File: src/rtl/writeback_stage.sv
// Final RV32I pipeline stage: retires one MEM-stage instruction per transfer into the
// register-file write port. It selects the writeback source (ALU result, load data or PC+4).
// For loads it waits on a variable-latency data-memory response, then aligns and extends it.
// Ports: clk/reset (sync, active-high); mem_valid_i/mem_ready_o handshake with MEM stage;
// captured fields result_src_i, reg_write_i, dest_reg_i, funct3_i, addr_lo_i, alu_result_i,
// pc_plus4_i; dmem_rvalid_i/dmem_rdata_i load response; wr_data_o, reg_file_writeen_o,
// dest_reg_o register-file write port; busy_o; retire_count_o retired-instruction counter.
module writeback_stage #(
    parameter int RETIRE_CNT_W = 32
) (
    input  logic                    clk,
    input  logic                    reset,
    input  logic                    mem_valid_i,
    output logic                    mem_ready_o,
    input  logic [1:0]              result_src_i,
    input  logic                    reg_write_i,
    input  logic [4:0]              dest_reg_i,
    input  logic [2:0]              funct3_i,
    input  logic [1:0]              addr_lo_i,
    input  logic [31:0]             alu_result_i,
    input  logic [31:0]             pc_plus4_i,
    input  logic                    dmem_rvalid_i,
    input  logic [31:0]             dmem_rdata_i,
    output logic [31:0]             wr_data_o,
    output logic                    reg_file_writeen_o,
    output logic [4:0]              dest_reg_o,
    output logic                    busy_o,
    output logic [RETIRE_CNT_W-1:0] retire_count_o
);

    localparam logic [1:0] IDLE      = 2'd0;
    localparam logic [1:0] WAIT_LOAD = 2'd1;
    localparam logic [1:0] WRITE     = 2'd2;

    localparam logic [1:0] SRC_LOAD = 2'b01;
    localparam logic [1:0] SRC_PC4  = 2'b10;

    logic [1:0]  state;
    logic [1:0]  state_next;
    logic [1:0]  src_q;
    logic        rw_q;
    logic [4:0]  dest_q;
    logic [2:0]  f3_q;
    logic [1:0]  alo_q;
    logic [31:0] alu_q;
    logic [31:0] pc4_q;
    logic [31:0] load_q;
    logic [31:0] last_data;
    logic [4:0]  last_dest;
    logic [31:0] ext;
    logic [31:0] sh_b;
    logic [31:0] sh_h;
    logic [31:0] wb_data;
    logic        xfer;
    logic        in_write;

    assign in_write    = (state == WRITE);
    assign mem_ready_o = !reset && (state == IDLE || in_write);
    assign xfer        = mem_valid_i && mem_ready_o;
    assign busy_o      = (state != IDLE);

    // Byte lanes select on the low address bits; halfword ignores addr_lo[0].
    assign sh_b = dmem_rdata_i >> {alo_q, 3'b000};
    assign sh_h = dmem_rdata_i >> {alo_q[1], 4'b0000};

    always_comb begin
        ext = dmem_rdata_i;
        case (f3_q)
            3'b000:  ext = {{24{sh_b[7]}}, sh_b[7:0]};
            3'b001:  ext = {{16{sh_h[15]}}, sh_h[15:0]};
            3'b100:  ext = {24'd0, sh_b[7:0]};
            3'b101:  ext = {16'd0, sh_h[15:0]};
            default: ext = dmem_rdata_i;
        endcase
    end

    always_comb begin
        wb_data = alu_q;
        if (src_q == SRC_LOAD) begin
            wb_data = load_q;
        end else if (src_q == SRC_PC4) begin
            wb_data = pc4_q;
        end
    end

    always_comb begin
        state_next = state;
        case (state)
            IDLE: begin
                if (xfer) begin
                    state_next = (result_src_i == SRC_LOAD) ? WAIT_LOAD : WRITE;
                end
            end
            WAIT_LOAD: begin
                if (dmem_rvalid_i) begin
                    state_next = WRITE;
                end
            end
            WRITE: begin
                if (xfer) begin
                    state_next = (result_src_i == SRC_LOAD) ? WAIT_LOAD : WRITE;
                end else begin
                    state_next = IDLE;
                end
            end
            default: state_next = IDLE;
        endcase
    end

    // Write port is live only in WRITE; otherwise it shows the last written values.
    assign wr_data_o          = in_write ? wb_data : last_data;
    assign dest_reg_o         = in_write ? dest_q : last_dest;
    assign reg_file_writeen_o = in_write && rw_q && (dest_q != 5'd0);

    always_ff @(posedge clk) begin
        if (reset) begin
            state          <= IDLE;
            last_data      <= 32'd0;
            last_dest      <= 5'd0;
            retire_count_o <= '0;
        end else begin
            state <= state_next;
            if (in_write) begin
                last_data      <= wb_data;
                last_dest      <= dest_q;
                retire_count_o <= retire_count_o + 1'b1;
            end
        end
    end

    always_ff @(posedge clk) begin
        if (xfer) begin
            src_q  <= result_src_i;
            rw_q   <= reg_write_i;
            dest_q <= dest_reg_i;
            f3_q   <= funct3_i;
            alo_q  <= addr_lo_i;
            alu_q  <= alu_result_i;
            pc4_q  <= pc_plus4_i;
        end
        if (state == WAIT_LOAD && dmem_rvalid_i) begin
            load_q <= ext;
        end
    end

endmodule

File: config.mk
export PLATFORM = sky130hd
export DESIGN_NAME = writeback_stage
export DESIGN_NICKNAME = d
export VERILOG_FILES = /design/src/rtl/writeback_stage.sv
export SDC_FILE = /design/constraint.sdc
export NUM_CORES = 1
export LEC_CHECK = 0
export ABC_CLOCK_PERIOD_IN_PS = 6100
export CORE_ASPECT_RATIO = 2
export CORE_UTILIZATION = 56
export CTS_BUF_LIST = sky130_fd_sc_hd__clkbuf_2 sky130_fd_sc_hd__clkbuf_4 sky130_fd_sc_hd__clkbuf_8
export DETAILED_ROUTE_END_ITERATION = 6
export PLACE_DENSITY_LB_ADDON = 0.2
export SLEW_MARGIN = 15
export SYNTH_ARGS = -nofsm -noshare
export SYNTH_HDL_FRONTEND = slang
export SYNTH_SLANG_ARGS = --single-unit
File: constraint.sdc
create_clock -name clk -period 6.1 [get_ports clk]
set_input_delay 1.22 -clock clk [delete_from_list [all_inputs] [get_ports clk]]
set_output_delay 1.22 -clock clk [all_outputs]
set_load 0.005 [all_outputs]
==> impl_results.md <==
- WL per Instance: 18.0 um
- Worst Reg-to-Reg Cells: 4
- Area Growth Syn to Fin: 29.0%
- CP bufs+invs: 2
- Worst Hold Launch: last_dest[4]$_SDFF_PP0_
- Die X: 86.3 um
- Startpoint Class: flip-flop
- First-pass GRT wire length: 29.7 mm
- Overflow after GRT: 0
- Mean Syn Cell Area: 11.6 um^2
- Post-Syn Nets: 801
- ANT nets after route: 0
- Share of cells above drive strength 1: 9.94%
- Placed Cells incl. Taps: 1022
- Critical Path Slowest Stage Cell: buf_4
- Gate count of the mapped netlist: 687
- Vias in the first global route: 6319
- Htree depth: 4
- Worst Skew: 0.0219 ns
- Worst r2r src: state[1]$_SDFFE_PP0P_
- Clk pwr share: 32.0%
- Final core utilization: 74.0%
- Routability congestion estimate: 0.927
- Max stage delay on crit path: 0.79 ns
- Clock root cell: clkbuf_8
- Most common cell after layout, fill and taps aside: clkdlybuf4s50_1
- Die height: 171 um
- Peak fanout along the critical path: 64
- Setup CP Type: reg -> out
- # hold bufs at CTS: 0
- Crit. End Element: output pin
- Multi-input gate area: 0.00307 mm^2
- R2r setup slk: 3.52 ns
- Nets: 966
- Worst-Margin Slew: 1.09 ns
- Clk slew on worst S/H paths: 0.10 ns
- Post-synth top area cell: edfxtp_1
- Clock Sinks: 180
- VDD IR max: 0.155 mV
- 1st-pass router iterations: 6
- Port Buf Inserts: 184
- Fill count: 996
- Synth top area share: 41.1%
- Finished Layout Cells: 1054
- Leak Pwr: 0.00368 uW
- Crit path depth: 5
- Initial antenna violation count: 0
- Setup violations, final: 0
- Power Density: 234 mW/mm^2
- Status: finished clean
- CTS tree: yes
- Gr usage total: 26.6%
- Hold EP: last_dest[4]$_SDFF_PP0_
- Dominant cells by area after synthesis: edfxtp_1, dfxtp_1, mux2i_1
- HPWL Detailed: 13.9 mm
- Die Footprint: 0.0147 mm^2
- Post-CTS Setup Inserts: 0
- Seq/Total Area, Yosys: 59.0%
- Detailed-route wire length: 18.9 mm
- Most used DFF post-synth: edfxtp_1
- Async SR Flop Fraction: 0%
- Maximum root-to-sink buffer count: 2
- Commonest non-fill, non-tap cells in the layout: clkdlybuf4s50_1, edfxtp_1, nand2_1
- Hold path cells: 2
- Max_cap viols: 0
- Post-CTS Resized: 0
- Ports: 185
- Slew HR: 27.0%
- Hold Path Class: reg -> reg
- Total negative slack: 0 ns
- Final hold vios: 0
- Pin count of the biggest net entering global routing: 78
- Register share of total power: 56.3%
- Vias per cell: 5.69
- Iteration-0 DRC Markers: 261
- Post-layout power: 2400 uW
- Initial Util: 57.3%
- CP Cell Sequence: buf_4 -> mux2i_1 -> mux2_2 -> o21ai_0 -> clkdlybuf4s50_1
- Num CTS Buffers: 17
- Core area: 0.0139 mm^2
- Antenna diode count: 0
- Via count: 6002
- Final period utilization: 68.0%
- Switching Share: 25.1%
- Final Hold Slack: 0.479 ns
- Final min period: 4.15 ns
- DRC: 0
- Int Power: 1800 uW
- Crit path required time: 4.88 ns
- Reg-to-Reg End: retire_count_o[22]$_SDFFE_PP0N_
- Number of flops mapped to enable cells by yosys: 109
- Critical Path AT: 2.93 ns
- Combinational share of power: 11.6%
- Unique masters post-synth: 46
- Fmax: 241 MHz
- Top delay family on crit path: buffers and inverters
- Worst-Skew Late Latency: 0.45 ns
- Reg area: 0.00469 mm^2
- Slew Viols, Final: 0
- Yosys warning total: 0
- Flops & latches, synth: 180
- Std cell rows: 61
- RSZ-0062 raised after global routing: no
- Synthesized area: 0.00796 mm^2
- Switch Pwr: 602 uW
state kept, by name, indices dropped and copies added (netlist names):
register and count:
alo_q 2, alu_q 32, dest_q 5, f3_q 3
last_data 32, last_dest 5, load_q 32, pc4_q 32
retire_count_o 32, rw_q 1, src_q 2, state 2
final cells by class:
type                       count  area share (%)
tap                          189            2.30
clock inverter                14            1.33
timing repair buffer         189            18.2
multi-input combinational    460            29.9
clock buffer                  18            2.35
sequential                   180            45.7
inverter                       4           0.146
cells by family (layout without fill, tap and decap cells):
group	Yosys count	count (layout)	synth area share (%)
AND/OR/NAND/NOR	223	223	14.4
buffers and inverters	47	225	2.51
flip-flops	180	180	59.0
XOR/XNOR	9	9	0.990
multiplexers	107	107	14.1
AO/OA/AOI/OAI	120	120	8.83
adder cells (fa/ha/maj)	1	1	0.157
power by group through the flow:
stage	clock [uW]	combinational (uW)	sequential (uW)
global route	831	301	1360
floorplan	0	131	1370
global placement	0	271	1380
CTS	782	280	1350
detailed placement	0	279	1380
finish	770	279	1350
worst max path at each step:
stage / slack, ns / from / to
2_1_floorplan: 1.99 / dmem_rvalid_i / load_q[0]$_DFFE_PP_
3_3_place_gp: 2.48 / src_q[1]$_DFFE_PP_ / wr_data_o[30]
3_5_place_dp: 2.40 / src_q[1]$_DFFE_PP_ / wr_data_o[16]
4_1_cts: 1.90 / src_q[1]$_DFFE_PP_ / wr_data_o[16]
5_1_grt: 1.75 / src_q[1]$_DFFE_PP_ / wr_data_o[9]
6_report: 1.95 / src_q[1]$_DFFE_PP_ / wr_data_o[16]
worst reg2reg max path, stage by stage (launching register included):
cell and delay [ns]:
dfxtp_1 0.47, nand2b_4 0.46, or4b_1 0.89, or4_1 0.53, a21oi_1 0.16
synthesized netlist by cell type, types with 5 or more instances:
cell,number
edfxtp_1,109
nand2_1,99
mux2i_1,72
dfxtp_1,71
a21oi_1,40
mux2_2,34
nor2b_1,34
o21ai_0,32
clkbuf_1,28
nor2_1,17
or4_1,17
o21ai_1,15
o31ai_1,15
buf_2,10
nand4_1,10
nor3_1,9
nand3_1,8
a2bb2oi_1,7
o22a_1,7
or3_1,7
xor2_1,5
per-stage QoR:
step | setup WS [ns] | instance area [um^2]
2_1_floorplan | 1.99 | 7960
3_3_place_gp | 2.48 | 9890
3_5_place_dp | 2.40 | 9890
4_1_cts | 1.90 | 10300
5_1_grt | 1.75 | 10300
6_report | 1.95 | 10300
per-layer routing:
layer,track usage (%),vias to the layer above,part of all wire [%]
met1,26.5,2878,34
met3,4.87,52,4.8
li1,-,2850,-
met4,15.9,0,4.5
met5,0,-,0
met2,50.0,222,57
Note: power is estimated with default switching activity, not from simulation.
